[src/rtl/fft_pkg.sv]
// Shared constants for the radix-2 DIT FFT: transform size, state encoding and
// the default pipeline drain depth.
package fft_pkg;

   localparam int N     = 32;
   localparam int LOG2N = $clog2(N);

   localparam int MULT_LATENCY         = 2;
   localparam int DRAIN_CYCLES_DEFAULT = MULT_LATENCY + 2;

   localparam logic [1:0] ST_IDLE  = 2'd0;
   localparam logic [1:0] ST_RUN   = 2'd1;
   localparam logic [1:0] ST_DRAIN = 2'd2;
   localparam logic [1:0] ST_DONE  = 2'd3;

   function automatic int stage_width(input int aw);
      return (aw > 1) ? $clog2(aw) : 1;
   endfunction

endpackage

[src/rtl/fft_addr_calc.sv]
// Combinational mapping of (stage, butterfly index) to the two sample
// addresses and the twiddle index of an in-place radix-2 DIT butterfly.
module fft_addr_calc
   import fft_pkg::*;
#(
   parameter int  ADDR_W = LOG2N,
   localparam int SW     = stage_width(ADDR_W)
) (
   input  logic [SW-1:0]     i_s,
   input  logic [ADDR_W-2:0] i_j,
   output logic [ADDR_W-1:0] o_addr1,
   output logic [ADDR_W-1:0] o_addr2,
   output logic [ADDR_W-2:0] o_tw
);

   localparam int SHW = SW + 1;

   logic [ADDR_W-1:0] w_j_ext;
   logic [ADDR_W-1:0] w_span;
   logic [ADDR_W-1:0] w_mask;
   logic [ADDR_W-1:0] w_pos;
   logic [ADDR_W-1:0] w_grp;
   logic [SHW-1:0]    w_sh_grp;
   logic [SHW-1:0]    w_sh_tw;

   assign w_j_ext  = {1'b0, i_j};
   assign w_span   = ADDR_W'(1) << i_s;
   assign w_mask   = w_span - 1'b1;
   assign w_pos    = w_j_ext & w_mask;
   assign w_grp    = w_j_ext >> i_s;
   // s+1 can reach ADDR_W, so the shift amounts carry one extra bit
   assign w_sh_grp = {1'b0, i_s} + 1'b1;
   assign w_sh_tw  = SHW'(ADDR_W - 1) - {1'b0, i_s};

   assign o_addr1  = (w_grp << w_sh_grp) | w_pos;
   assign o_addr2  = o_addr1 + w_span;
   assign o_tw     = (i_j & w_mask[ADDR_W-2:0]) << w_sh_tw;

endmodule

[src/rtl/fft_agu.sv]
// Butterfly sequencer: walks every stage of the FFT, issuing one address pair
// per cycle, with a drain gap between stages so write-backs land first.
module fft_agu
   import fft_pkg::*;
#(
   parameter int N             = fft_pkg::N,
   parameter int address_width = $clog2(N),
   parameter int drain_cycles  = DRAIN_CYCLES_DEFAULT
) (
   input  logic                             clk,
   input  logic                             reset,
   input  logic                             start,
   input  logic                             hold,
   output logic [address_width-1:0]         rd_address1,
   output logic [address_width-1:0]         rd_address2,
   output logic [address_width-2:0]         tw_address,
   output logic [$clog2(address_width)-1:0] stage,
   output logic                             o_valid,
   output logic                             busy,
   output logic                             done
);

   localparam int SW = $clog2(address_width);
   localparam int JW = address_width - 1;
   localparam int DW = (drain_cycles > 1) ? $clog2(drain_cycles) : 1;

   localparam logic [JW-1:0] J_LAST = '1;
   localparam logic [SW-1:0] S_LAST = SW'(address_width - 1);
   localparam logic [DW-1:0] D_LAST = DW'(drain_cycles - 1);

   logic [1:0]               r_state, w_state_next;
   logic [JW-1:0]            r_j, w_j_next;
   logic [SW-1:0]            r_s, w_s_next;
   logic [DW-1:0]            r_drain, w_drain_next;
   logic                     w_valid_next;

   logic [address_width-1:0] r_addr1, r_addr2;
   logic [address_width-2:0] r_tw;
   logic [SW-1:0]            r_stage;
   logic                     r_valid, r_busy, r_done;

   logic [address_width-1:0] w_addr1, w_addr2;
   logic [address_width-2:0] w_tw;

   // r_j/r_s name the butterfly presented on the outputs (or pending, when held)
   always_comb begin
      w_state_next = r_state;
      w_j_next     = r_j;
      w_s_next     = r_s;
      w_drain_next = r_drain;
      w_valid_next = 1'b0;
      case (r_state)
         ST_IDLE: begin
            if (start) begin
               w_state_next = ST_RUN;
               w_j_next     = '0;
               w_s_next     = '0;
               w_valid_next = ~hold;
            end
         end
         ST_RUN: begin
            if (r_valid && r_j == J_LAST) begin
               w_state_next = ST_DRAIN;
               w_j_next     = '0;
               w_drain_next = '0;
            end else begin
               if (r_valid)
                  w_j_next = r_j + 1'b1;
               w_valid_next = ~hold;
            end
         end
         ST_DRAIN: begin
            if (r_drain == D_LAST) begin
               w_drain_next = '0;
               if (r_s == S_LAST) begin
                  w_state_next = ST_DONE;
                  w_s_next     = '0;
               end else begin
                  w_state_next = ST_RUN;
                  w_s_next     = r_s + 1'b1;
                  w_valid_next = ~hold;
               end
            end else begin
               w_drain_next = r_drain + 1'b1;
            end
         end
         default: begin
            w_state_next = ST_IDLE;
         end
      endcase
   end

   fft_addr_calc #(
      .ADDR_W (address_width)
   ) u_addr_calc (
      .i_s     (w_s_next),
      .i_j     (w_j_next),
      .o_addr1 (w_addr1),
      .o_addr2 (w_addr2),
      .o_tw    (w_tw)
   );

   always_ff @(posedge clk or posedge reset) begin
      if (reset) begin
         r_state <= ST_IDLE;
         r_j     <= '0;
         r_s     <= '0;
         r_drain <= '0;
         r_addr1 <= '0;
         r_addr2 <= '0;
         r_tw    <= '0;
         r_stage <= '0;
         r_valid <= 1'b0;
         r_busy  <= 1'b0;
         r_done  <= 1'b0;
      end else begin
         r_state <= w_state_next;
         r_j     <= w_j_next;
         r_s     <= w_s_next;
         r_drain <= w_drain_next;
         r_valid <= w_valid_next;
         r_busy  <= (w_state_next == ST_RUN) || (w_state_next == ST_DRAIN);
         r_done  <= (w_state_next == ST_DONE);
         // addresses and stage move only with an issued butterfly
         if (w_valid_next) begin
            r_addr1 <= w_addr1;
            r_addr2 <= w_addr2;
            r_tw    <= w_tw;
            r_stage <= w_s_next;
         end
      end
   end

   assign rd_address1 = r_addr1;
   assign rd_address2 = r_addr2;
   assign tw_address  = r_tw;
   assign stage       = r_stage;
   assign o_valid     = r_valid;
   assign busy        = r_busy;
   assign done        = r_done;

endmodule

[config.mk]
export PLATFORM = sky130hd
export DESIGN_NAME = fft_agu
export DESIGN_NICKNAME = d
export VERILOG_FILES = /design/src/rtl/fft_pkg.sv /design/src/rtl/fft_addr_calc.sv /design/src/rtl/fft_agu.sv
export SDC_FILE = /design/constraint.sdc
export NUM_CORES = 1
export LEC_CHECK = 0
export ABC_CLOCK_PERIOD_IN_PS = 5570
export BUFFER_PORTS_ARGS = -buffer_cell sky130_fd_sc_hd__buf_2
export CAP_MARGIN = 20
export CORE_ASPECT_RATIO = 1.4
export CORE_MARGIN = 3
export CORE_UTILIZATION = 45
export DETAILED_ROUTE_END_ITERATION = 8
export SYNTH_ARGS = -nofsm -noshare
export SYNTH_HDL_FRONTEND = slang
export SYNTH_SLANG_ARGS = --single-unit
[constraint.sdc]
create_clock -name clk -period 5.57 [get_ports clk]
set_input_delay 0 -clock clk [delete_from_list [all_inputs] [get_ports clk]]
set_output_delay 0 -clock clk [all_outputs]
set_load 0.01 [all_outputs]
Yosys cells after proc, flatten, opt, wreduce, memory -nomap -nowiden
Cells that the tools add are included.

operators by class
  $mul = 0
  shift-type cells = 4
  order comparisons = 0
  bitwise operators = 4
  reduce and logical (&&, ||, !) cells = 5
  div/mod/pow operators = 0
  mux-type cells = 21
  equal/unequal tests = 9
  add/subtract/negate cells = 7

operator list
  cell                   count
  $mux W2                6
  $mux W4                3
  $mux W3                3
  $eq A2 B2 Y1 const B   4
  $pmux W4 S2            1
  $pmux W2 S3            1
  $pmux W3 S2            1
  $add A5 B5 Y5          1
  $and A4 B5 Y5          1
  $or A5 B5 Y5           1
  $shl A1 B3 Y5 const A  1
  $shl A5 B4 Y5          1
  $shr A4 B3 Y5          1
  $sub A5 B1 Y5 const B  1
  $add A3 B1 Y4 const B  1
  $add A4 B1 Y4 const B  1
  $and A4 B4 Y4          1
  $eq A2 B1 Y1 const B   2
  $eq A4 B4 Y1 const B   1
  $mux W1                4
  $pmux W2 S2            1
  $shl A4 B4 Y4          1
  $sub A3 B3 Y4 const A  1
  $add A3 B1 Y3 const B  1
  other kinds (10)       10

word-level totals
  output and inout port bits = 20
  flip-flop bits (word level) = 31
  ROM bits = 0
  bits in latches = 0
  bits of input ports = 4
  RAM bits = 0
  memories = 0
  word-level logic and storage cells = 61

Longest topological paths before layout
  depth in word-level cells = 9
  gate-level depth with buffers = 22
  mapped depth without buffers = 20

Cells and area by module
A second synthesis with hierarchy kept.

second synthesis, totals
  cell total of the unflattened synthesis = 203
  area, all modules = 2084.5 um^2

modules (own cells, without submodules)
  module         instances  sequential area each (um^2)  area each (um^2)  cells each
  fft_agu        1          775.7                        1428.9            120
  fft_addr_calc  1          0.0                          655.6             83

Worst setup path before layout
OpenSTA, ideal clock, no wires.

  path kind = register -> register
  start point = register r_drain[0]
  end point = register r_addr2[4] (netlist: rd_address2[4])
  required time = 5.439 ns
  path slack = 1.645 ns
  library setup time = 0.131 ns
  path buffers = 2
  arrival time = 3.795 ns
  clock period less this slack = 3.925 ns
  cell stages (with the launch flop) = 22
  cell sequence = dfrtp_1 -> ha_1 -> and3b_1 -> nand3_1 -> and2_1 -> buf_2 -> inv_2 -> ha_1 -> clkbuf_1 -> inv_1 -> and4_1 -> nor4_1 -> nand2_1 -> nor3_1 -> nor2_1 -> nand2_1 -> ha_1 -> a21o_1 -> a21oi_1 -> xnor2_1 -> xnor2_1 -> o21ai_1

on the way
  longest elaborated chain between the ends = 8
  elaborated cells on any way between the ends = 13
  those cells by class = 3 x add/sub; 1 x eq/ne; 3 x shift; 4 x mux; 2 x bitwise

ends and longest elaborated chain
  element                     RTL line             source
  start: declaration          fft_agu.sv:34        logic [DW-1:0] r_drain, w_drain_next;
  start signal: assignment    fft_agu.sv:120       r_drain <= w_drain_next;
  $eq A2 B2 Y1 *              fft_agu.sv:73        if (r_drain == D_LAST) begin
  $mux W3 *                   fft_agu.sv:73
  $pmux W3 S2 *               fft_agu.sv:52        case (r_state)
  net u_addr_calc.i_s[0]      fft_addr_calc.sv:9   input logic [SW-1:0] i_s,
  $shl A1 B3 Y5               fft_addr_calc.sv:27  assign w_span = ADDR_W'(1) << i_s;
  $sub A5 B1 Y5               fft_addr_calc.sv:28  assign w_mask = w_span - 1'b1;
  $and A4 B5 Y5               fft_addr_calc.sv:29  assign w_pos = w_j_ext & w_mask;
  $or A5 B5 Y5 *              fft_addr_calc.sv:35  assign o_addr1 = (w_grp << w_sh_grp) | w_pos;
  net u_addr_calc.o_addr1[2]  fft_addr_calc.sv:11  output logic [ADDR_W-1:0] o_addr1,
  $add A5 B5 Y5 *             fft_addr_calc.sv:36  assign o_addr2 = o_addr1 + w_span;
  end signal: assignment      fft_agu.sv:127       r_addr2 <= w_addr2;
  end: declaration            fft_agu.sv:37        logic [address_width-1:0] r_addr1, r_addr2;

The timed path passes the listed nets; every way through them passes the cells marked *.
A chain may end at the register's enable or synchronous reset.

Worst setup path after layout
Same ends and word-level chain as after synthesis.

==> impl_results.md <==
- Worst Setup End Kind: flip-flop
- Clk_lat worst skew: roughly 280 ps
- RSZ-0062 raised after global routing: no
- Mean Syn Cell Area: 9.567 um2
- Critical Path Start Type: flip-flop
- Post-synth ARST share: 1.000
- Commonest cells in the netlist: 31 x dfrtp_1, 30 x nand2_1, 17 x ha_1
- Layout Skew: 6.457 ps
- Slew @ Worst Pin: 782.3 ps
- CTS tree: built
- HPWL Detailed: ~3600 um
- Final WS setup: 1178 ps
- Clock sink count: 31
- GPL Wtd Cong: slightly below 0.9
- Worst EP required: ~5700 ps
- Starting DRT DRC Count: 82
- First-pass GRT wire length: 8252 um
- Max IR drop VDD: around 0.31 mV
- Hold Vio Cnt, Final: 0
- WHS Path Cells: 3
- Slew HR: 0.4785
- Htree depth: 2
- Leakage: about 1.1 nW
- Initial Utilization: 0.4717
- DRT antenna net count: 0
- Num CTS Buffers: 5
- Chip width: 62.34 um
- Via Count: 1668
- Net count, final: between 200 and 300
- Multi-input gate area: 1139 um2
- Area share of the largest cell type after synthesis: 0.3880
- Post-DR vias/cell: roughly 5.6
- Power per Cell Area: around 560 nW/um2
- Worst Hold End: r_j[0]
- Tcrit/Tclk final: 0.7885
- # fillers: 415
- Remaining global-route overflow: 0
- Synth warn: 0
- Num ports: 24
- R2r endpoint: rd_address2[4]
- Routed len/inst: 16.08 um
- Initial antenna violation count: 0
- FF-to-FF Start: r_drain[0]
- Crit path kind: reg -> reg
- Top-count cell post-synth: dfrtp_1
- Root buf cell: clkbuf_8
- Synth Net Count: about 230
- CTS Buffer Depth: 2
- Share of layout cells above drive strength 1: 0.2034
- R2R setup slack: 1180 ps
- WL final: ~4800 um
- Crit-path max FO: 10
- Die Area: ~5300 um2
- #FFs+latches synth: 31
- Dpl ws: between 1000 and 1500 ps
- Dominant cells by area after synthesis: dfrtp_1 39%, ha_1 11%, nand2_1 5.6%
- Gr usage total: 0.1981
- Synth cell types: between 50 and 60
- Row count: 28
- Post-CTS resize count: 0
- Ant. Diodes: 0
- Hold_sp: start
- Count of pins over their slew limit: 0
- Vias in the first global route: ~1800
- Residual DRC: 0
- Worst Reg-to-Reg Cells: 19
- Synthesis-to-layout area growth: 13.77%
- Post-Synthesis Cell Area: 1999 um2
- Final setup viols: 0
- PortBufs: 23
- Fmax: approximately 0.23 GHz
- DR pass1 iterations: 4
- Yosys top cell by area: dfrtp_1
- HP Class: in -> reg
- FF+latch area: ~780 um2
- Largest net degree at the start of global routing: 32
- Die span in y: about 85 um
- Status: finished, final reports clean
- Critical Path AT: between 4000 and 5000 ps
- Main flop type after synthesis: dfrtp_1
- Post-synth EDFFs: 0
- Core Box Area: about 4200 um2
- Max cap viols: 0
- Register area share after synthesis: 0.3880
- Final min period: between 4000 and 5000 ps
- Synth Instances: 209
- Setup TNS: 0 ps
- Clock transition at the registers of the reported paths: ~60 ps
worst max-delay path: stages, from the launching register on:
cell and delay (ps):
dfrtp_1 370, ha_1 300, mux2i_1 190, o21ai_1 190, and2_1 370, inv_2 110, ha_1 450, inv_1 170
and4_1 210, nor4_1 450, nand2_1 160, nor3_1 170, nor2_1 70, nand2_1 70, ha_1 250, a21o_1 180
a21oi_1 160, xnor2_1 150, xnor2_1 140, o21ai_1 70
area by class of cell:
cell class	instances	share of cell area
multi-input cells	159	0.5005
flip-flops and latches	31	0.3410
inverters	13	0.02310
repair buffers	25	0.05831
well taps	60	0.03300
clock buffers	8	0.04400
sequential cells by signal, summed over array words and instances, names as in the netlist:
register,flops
done,1
tw_address,4
r_s,3
rd_address2,5
r_j,4
busy,1
o_valid,1
stage,3
r_drain,2
rd_address1,5
r_state,2
where the power goes:
group | total, mW | switching (mW) | internal, mW
combinational | 0.720 | 0.432 | 0.288
clock | 0.195 | 0.0821 | 0.113
sequential | 0.354 | 0.0562 | 0.298
total | 1.27 | 0.570 | 0.698
worst max-delay path by stage:
| stage | start | end | slack, ps | depth (start not counted) |
|---|---|---|---|---|
| 4_1_cts | r_drain[1] | rd_address2[4] | 1210 | 19 |
| 6_report | r_drain[0] | rd_address2[4] | 1180 | 19 |
| 2_1_floorplan | r_drain[0] | rd_address2[4] | 1640 | 21 |
| 5_1_grt | r_drain[1] | rd_address2[4] | 710 | 19 |
| 3_3_place_gp | r_s[0] | rd_address2[4] | 1330 | 20 |
| 3_5_place_dp | r_drain[1] | rd_address2[4] | 1230 | 19 |
what timing repair did:
item,4_1_cts,5_1_grt
hold buffers,1,0
buffers inserted,0,0
endpoints found under the hold margin,31,0
per-stage QoR:
step	cells	hold slack [ps]	area [um2]	total power, mW	util
2_1_floorplan	209	103.5	1999	0.8691	-
3_3_place_gp	287	103.9	2165	1.069	0.5106
3_5_place_dp	287	108.0	2165	1.075	0.5106
4_1_cts	296	177.3	2275	1.276	0.5366
5_1_grt	296	178.8	2275	1.387	0.5366
6_report	296	183.4	2275	1.268	0.5366
layout by cell type (no fill, tap or decap), types with 2 or more instances in the layout:
cell | netlist | layout
a22o_1 | 2 | 2
a31oi_1 | 4 | 4
nor2b_1 | 2 | 2
a21oi_1 | 7 | 7
mux2_2 | 4 | 4
nor4_1 | 3 | 3
inv_1 | 9 | 9
mux2i_1 | 2 | 2
nand4_1 | 4 | 4
and2_1 | 4 | 4
nor2_1 | 9 | 9
xnor2_1 | 3 | 3
o21ai_0 | 10 | 10
a21o_1 | 3 | 3
o31ai_1 | 3 | 3
nand2b_1 | 4 | 4
nand2_1 | 30 | 30
ha_1 | 17 | 17
o21ai_1 | 6 | 6
dfrtp_1 | 31 | 31
o31a_1 | 2 | 2
buf_2 | 2 | 23
nor3_1 | 4 | 4
xor2_1 | 2 | 2
nand3_1 | 6 | 6
inv_2 | 2 | 2
clkbuf_8 | 0 | 7
cells by family after synthesis:
group | synth area share
adder cells (fa/ha/maj) | 0.1164
buffers and inverters | 0.04255
flip-flops | 0.3880
AO/OA/AOI/OAI | 0.2015
XOR/XNOR | 0.02191
AND/OR/NAND/NOR | 0.1971
multiplexers | 0.03254
routing by layer:
metal  part of all wire  up-vias  GRT usage
li1                   -      806          -
met1               0.39      794     0.2150
met2               0.54       50     0.3529
met3              0.039       18    0.04371
met4              0.040        0     0.1165
met5                  0        -          0
Power figures use the tool's default switching activity.
